File: src/rtl/ex_issue_ctrl.sv
// ex_issue_ctrl: issue controller between decode and the ex stage.
//
// Accepts one decoded instruction per cycle over a valid/ready handshake,
// raises a one-cycle issue strobe to ex, and tracks the last two in-flight
// destinations so ex can forward operands instead of stalling. Branches are
// resolved over two blocked cycles, with an optional flush pulse. Loads and
// stores hold a memory request until ack, or until a timeout sets a sticky
// error.
//
// Ports
//   clk, rst                      clock (rising edge), async active-low reset
//   dec_valid_i / dec_ready_o     decode handshake
//   dec_rd_addr_i, dec_rs_addr_i  operand registers (rd is also a source)
//   dec_immf_i                    immediate form, rs not read
//   dec_ctrl_br/ld/st_i           instruction class
//   ex_issue_o                    issue strobe (same cycle as the handshake)
//   fwd_rd_sel_o, fwd_rs_sel_o    00 regfile, 01 ex result, 10 wb stage
//   ex_branch_en_i, flush_o       branch outcome in, flush pulse out
//   mem_req_o, mem_ack_i          memory handshake
//   err_o                         sticky memory timeout
//   busy_o                        controller not in RUN
//   dbg_state_o                   current FSM state, for observation only
//
// Handshake: a transfer happens in any cycle where dec_valid_i and
// dec_ready_o are both high. While dec_ready_o is low, decode keeps its
// instruction stable and nothing on the dec_* inputs is sampled.
module ex_issue_ctrl #(
  parameter int REG_ADDR_W  = 4,
  parameter int MEM_TIMEOUT = 15
) (
  input  logic                  clk,
  input  logic                  rst,
  input  logic                  dec_valid_i,
  output logic                  dec_ready_o,
  input  logic [REG_ADDR_W-1:0] dec_rd_addr_i,
  input  logic [REG_ADDR_W-1:0] dec_rs_addr_i,
  input  logic                  dec_immf_i,
  input  logic                  dec_ctrl_br_i,
  input  logic                  dec_ctrl_ld_i,
  input  logic                  dec_ctrl_st_i,
  output logic                  ex_issue_o,
  output logic [1:0]            fwd_rd_sel_o,
  output logic [1:0]            fwd_rs_sel_o,
  input  logic                  ex_branch_en_i,
  output logic                  flush_o,
  output logic                  mem_req_o,
  input  logic                  mem_ack_i,
  output logic                  err_o,
  output logic                  busy_o,
  output logic [1:0]            dbg_state_o
);

  typedef enum logic [1:0] {
    RUN      = 2'd0,
    BR_WAIT  = 2'd1,
    BR_RES   = 2'd2,
    MEM_WAIT = 2'd3
  } state_e;

  state_e                state_q;
  logic                  sb0_v_q, sb1_v_q;
  logic [REG_ADDR_W-1:0] sb0_a_q, sb1_a_q;
  // 1-based index of the current MEM_WAIT cycle, so the timeout fires on
  // exactly the MEM_TIMEOUT-th waiting cycle.
  logic [7:0]            cnt_q;
  logic                  err_q;
  logic                  issue;

  // Ready is gated by rst directly so it drops the moment reset asserts,
  // even though the state register already reads RUN during reset.
  assign flush_o     = (state_q == BR_RES) & ex_branch_en_i;
  assign dec_ready_o = rst & (state_q == RUN) & ~flush_o;
  assign issue       = dec_valid_i & dec_ready_o;
  assign ex_issue_o  = issue;
  assign mem_req_o   = (state_q == MEM_WAIT);
  assign busy_o      = (state_q != RUN);
  assign err_o       = err_q;
  assign dbg_state_o = state_q;

  // Entry0 (issued last cycle) wins over entry1 (issued two cycles ago).
  always_comb begin
    fwd_rd_sel_o = 2'b00;
    fwd_rs_sel_o = 2'b00;
    if (sb0_v_q && sb0_a_q == dec_rd_addr_i)      fwd_rd_sel_o = 2'b01;
    else if (sb1_v_q && sb1_a_q == dec_rd_addr_i) fwd_rd_sel_o = 2'b10;
    if (!dec_immf_i) begin
      if (sb0_v_q && sb0_a_q == dec_rs_addr_i)      fwd_rs_sel_o = 2'b01;
      else if (sb1_v_q && sb1_a_q == dec_rs_addr_i) fwd_rs_sel_o = 2'b10;
    end
  end

  always_ff @(posedge clk or negedge rst) begin
    if (!rst) begin
      state_q <= RUN;
      sb0_v_q <= 1'b0;
      sb1_v_q <= 1'b0;
      sb0_a_q <= '0;
      sb1_a_q <= '0;
      cnt_q   <= 8'd0;
      err_q   <= 1'b0;
    end else begin
      case (state_q)
        RUN: begin
          if (issue) begin
            if (dec_ctrl_br_i) begin
              state_q <= BR_WAIT;
            end else if (dec_ctrl_ld_i || dec_ctrl_st_i) begin
              state_q <= MEM_WAIT;
              cnt_q   <= 8'd1;
            end
          end
        end
        BR_WAIT: state_q <= BR_RES;
        BR_RES:  state_q <= RUN;
        MEM_WAIT: begin
          // An ack on the final allowed cycle still counts as success.
          if (mem_ack_i) begin
            state_q <= RUN;
          end else if (cnt_q == 8'(MEM_TIMEOUT)) begin
            state_q <= RUN;
            err_q   <= 1'b1;
          end else begin
            cnt_q <= cnt_q + 8'd1;
          end
        end
        default: state_q <= RUN;
      endcase

      // The scoreboard is frozen while waiting on memory so the load's rd
      // is still in entry0 in the cycle after the ack.
      if (state_q != MEM_WAIT) begin
        sb1_v_q <= sb0_v_q;
        sb1_a_q <= sb0_a_q;
        sb0_v_q <= issue & ~(dec_ctrl_st_i | dec_ctrl_br_i);
        sb0_a_q <= dec_rd_addr_i;
      end
    end
  end

endmodule
File: config.mk
export PLATFORM = sky130hd
export DESIGN_NAME = ex_issue_ctrl
export DESIGN_NICKNAME = d
export VERILOG_FILES = /design/src/rtl/ex_issue_ctrl.sv
export SDC_FILE = /design/constraint.sdc
export NUM_CORES = 1
export LEC_CHECK = 0
export CAP_MARGIN = 5
export CORE_ASPECT_RATIO = 1.2
export CORE_UTILIZATION = 35
export CTS_BUF_LIST = sky130_fd_sc_hd__clkbuf_4
export CTS_CLUSTER_DIAMETER = 40
export DETAILED_ROUTE_END_ITERATION = 8
export PLACE_DENSITY = 0.68
export SLEW_MARGIN = 20
export SYNTH_ARGS = -nofsm -noshare
export SYNTH_HDL_FRONTEND = slang
export SYNTH_SLANG_ARGS = --single-unit
File: constraint.sdc
create_clock -name clk -period 3.25 [get_ports clk]
set_input_delay 0.8125 -clock clk [delete_from_list [all_inputs] [get_ports clk]]
set_output_delay 0.8125 -clock clk [all_outputs]
set_load 0.01 [all_outputs]
==> After elaboration in Yosys (flattened, before gate mapping) <==
Index checks and enable logic that the tools add are counted.
{ "word_totals": {"register_bits": 21, "input_bits": 17, "out_inout_bits": 12, "elab_cells": 61} }
{ "op_classes": {"n_addsub": 1, "eq_ne": 16, "muxes": 17, "n_bitwise": 9, "reduce_logical": 11} }
{ "ops": {"columns": ["cell", "n"], "rows": [
  ["2-to-1 mux 8 bit", 5],
  ["2-to-1 mux 2 bit", 10],
  ["== test 4 bit", 4],
  ["one-hot mux 8 bit (2 select lines)", 1],
  ["inequality test 2 bit (second input constant)", 5],
  ["adder 8 x 1 -> 8 bit (second input constant)", 1],
  ["== test 8 x 4 -> 1 bit (second input constant)", 1],
  ["one-hot mux 2 bit (4 select lines)", 1],
  ["AND reduction 3 bit", 2],
  ["AND reduction 6 bit", 1],
  ["bitwise AND 1 bit", 5],
  ["== test 2 bit (second input constant)", 2],
  ["logical AND 1 bit", 4],
  ["nonzero test 2 bit", 2],
  ["inequality test 3 x 1 -> 1 bit (second input constant)", 1],
  ["inequality test 3 x 2 -> 1 bit (second input constant)", 1],
  ["NOT 1 bit", 3],
  ["== test 2 x 1 -> 1 bit (second input constant)", 1],
  ["logical NOT 2 bit", 1],
  ["inequality test 2 x 1 -> 1 bit (second input constant)", 1],
  ["logical OR 1 bit", 1],
  ["OR 1 bit", 1]
]} }

==> Depth between registers and ports, before layout <==
{ "depth": {"ltp_word": 7, "mapped_depth": 7, "depth_no_buf": 5} }

==> Worst setup path before layout <==
No wires, ideal clock.
{ "synth_timing": {"path_kind": "input to output", "from": "in dec_rs_addr_i[1]", "to": "out fwd_rs_sel_o[1]", "arrival_ns": 1.703, "required_ns": 2.438, "setup_slack_ns": 0.735, "cell_stages": 4, "n_path_buf": 0, "path_cell_list": "inv_1 > a22o_1 > or4_1 > and3_1"} }
{ "synth_between": {"elab_chain_cells": 5, "word_cells_on_any_way": 7, "cone_classes": "eq/ne (2); mux (3); reduce/logical (2)"} }
{ "synth_lines": {"columns": ["element", "line", "rtl"], "rows": [
  ["start: declaration", "36", "input logic [REG_ADDR_W-1:0] dec_rs_addr_i,"],
  ["== test 4 bit", "88", "else if (sb1_v_q && sb1_a_q == dec_rs_addr_i) fwd_rs_sel_o = 2'b10;"],
  ["logical AND 1 bit", "88", null],
  ["2-to-1 mux 2 bit", "88", null],
  ["2-to-1 mux 2 bit *", "87", "if (sb0_v_q && sb0_a_q == dec_rs_addr_i) fwd_rs_sel_o = 2'b01;"],
  ["2-to-1 mux 2 bit *", "86", "if (!dec_immf_i) begin"],
  ["end: declaration", "43", "output logic [1:0] fwd_rs_sel_o,"]
]} }
Mark *: on every way between the ends. The rest lies on a longest branch, timed or not.

==> Worst setup path in the final report <==
Ends and elaborated chain as after synthesis.

==> metrics <==
io pins 29; clock-pin slew on the worst setup and hold paths 0.11 ns; die extent in x about 55 um; initial antenna violation count 0; WL met2 between 1000 and 1500 um; Skew-Pair Late Insertion Delay 0.29 ns; final worst-path cycle share approximately 95%; outcome complete, no violations; max-cap violations 0; final setup fails 0; Reg2Reg Setup Slack around 1.3 ns; Mapped Avg Cell Area 9.822 um2; Hold WS ~0.49 ns; GP Congestion 0.7963; FF-to-FF path depth 5; largest cells by area after synthesis dfrtp_1, xor2_1, mux2_2; H-tree Lvls 1; RSZ-0062 raised after global routing no; synth cell count leaders dfrtp_1, nand2_1, xor2_1; Yosys reg bits 21; Hold Path Cell Cnt 1; worst min-delay path class reg -> reg; VDD IR max ~320 uV; ant diodes 0; Max Used Layer met4; Hold EP err_o$_DFFE_PN0P_; top-count cell post-synth dfrtp_1; CTS hold repair buffers 0; Synth top area share 44.59%; Critical R2R Capture cnt_q[5]$_DFFE_PN0P_; Clock Skews approximately 0.0033 ns; first drt pass iteration count 4; largest net degree at the start of global routing 21; required time worst endpoint around 2.4 ns; Max Clk Rate ~330 MHz; Rows 22; Longest Clk Path Bufs 2; area leader, netlist dfrtp_1; Final min period 3.075 ns; LEAKAGE approximately 0.76 nW; Worst Setup Start Kind input pin; Distinct cells, synth 37; Slew Limit Fails 0; root buffer cell clkbuf_4; # nets final 174; Mapped Nets approximately 140; HPWL Detailed a little under 2000 um; number of DRC markers in iteration 0 27; Avg Vias per Cell between 5 and 6; reg2reg start cnt_q[0]$_DFFE_PN0P_; total gr overflow 0; Power Total ~600 uW; routed via count between 1000 and 1500; WL met1 1083 um; CTS Sinks 21; Synth Flop Type dfrtp_1; Die H around 66 um; Hold Vio Cnt, Final 0; register area share after synthesis ~45%; CTS buffer count 3; core footprint 3138 um2; Critical Path Fanout Max 2; vias in the first global route between 1000 and 1500; crit end category output port; Mapped Area between 1000 and 1500 um2; DR DRC count 0; CTS tree yes; Initial Util 37.56%; DR WL/cell approximately 13 um; routed wire length ~2500 um; GRT Overall Usage approximately 16%; Max transition margin 55.89%; post-route ant nets 0; first-pass GRT wire length a little over 4000 um; synth warn 0; Post-synth EDFFs 0; Power Dens Cells between 300 and 400 nW/um2; met3 WL ~93 um; ys async rst share 100.0%; critical path arrival about 2.3 ns; hold_sp err_o$_DFFE_PN0P_; Buffers on Ports 28; Post-Syn Instances 120; Area Overhead vs Synth 31.95%; die area around 3600 um2; CP Class in -> out; layout cell share with drive strength beyond 1 between 10% and 20%; worst setup path startpoint dec_rs_addr_i[1]; Filler cells roughly 290; Worst-Margin Slew 0.6577 ns
==> cell families (layout without fill, tap and decap cells) <==
kind of cell    after synthesis  in the layout  synth area share [%]
compound gates               23             23                 13.80
xor+xnor                     13             13                 9.660
fa+ha+maj                     1              1                 1.061
buf+inv                       8             43                 3.185
flops                        21             21                 44.59
mux                           7              7                 6.581
simple gates                 47             47                 21.13
==> worst max-delay path by stage <==
stage	end	cells past startpoint	slack [ns]
4_1_cts	fwd_rs_sel_o[1]	6	0.009
3_3_place_gp	fwd_rs_sel_o[0]	6	-0.21
3_5_place_dp	fwd_rs_sel_o[0]	6	-0.27
2_1_floorplan	fwd_rs_sel_o[1]	4	0.73
6_report	fwd_rs_sel_o[1]	6	0.18
5_1_grt	fwd_rs_sel_o[1]	6	0.08
==> what timing repair did <==
| item | 4_1_cts | 5_1_grt |
|---|---|---|
| endpoints found under the hold margin | 0 | 0 |
| setup endpoints to repair | 2 | 4 |
| setup buffers | 0 | 0 |
| pin swaps | 1 | 0 |
| resized for setup | 3 | 7 |
==> stage by stage <==
| stage | area [um2] | util, % | instances | TNS [ns] | setup slack [ns] |
|---|---|---|---|---|---|
| finish | 1555 | 49.56 | 191 | 0 | 0.1754 |
| global route | 1555 | 49.56 | 191 | 0 | 0.07908 |
| CTS | 1554 | 49.52 | 191 | 0 | 0.009244 |
| detailed placement | 1530 | 48.76 | 187 | -0.5149 | -0.2679 |
| global placement | 1530 | 48.76 | 187 | -0.4219 | -0.2141 |
| floorplan | 1179 | - | 120 | 0 | 0.7347 |
==> flip-flops by register name (all words and copies together) (netlist names) <==
name / cells
cnt_q: 8
dbg_state_o: 2
err_o: 1
sb0_a_q: 4
sb0_v_q: 1
sb1_a_q: 4
sb1_v_q: 1
==> per-layer routing <==
layer	up-vias	GRT usage, %
li1	500	-
met1	491	18.20
met2	18	28.01
met3	2	2.778
met4	0	6.250
met5	-	0
==> final cells by class <==
cell class	instances	area (um2)	share of cell area, %
Inverter	5	18.77	1.207
Tap cell	36	45.04	2.896
Multi-Input combinational cell	91	619.3	39.82
Clock buffer	3	22.52	1.448
Sequential cell	21	525.5	33.79
Clock inverter	1	5.005	0.3218
Timing Repair Buffer	34	319.1	20.51
==> worst max-delay path: stages <==
cell             delay [ns]
clkdlybuf4s50_1        0.48
inv_1                  0.06
a22o_1                 0.23
or4_4                  0.41
and3_1                 0.15
clkbuf_2               0.12
==> power by group <==
group | leakage [nW] | internal, mW | switching [mW]
combinational | 0.470 | 0.0822 | 0.0632
clock | 0.0177 | 0.0458 | 0.0752
sequential | 0.268 | 0.289 | 0.0326
==> cells in the final DEF, fill, tap and decap left out, types with 5 or more instances in the layout <==
cell type         n
a21oi_1           5
dfrtp_1          21
and3_1            5
clkdlybuf4s50_1  23
nand2_1          12
inv_1             5
xor2_1           10
nor2_1            7
buf_4             6
nor3_1            5
mux2_2            6
o21ai_0           5
(Power assumes the default switching activity.)
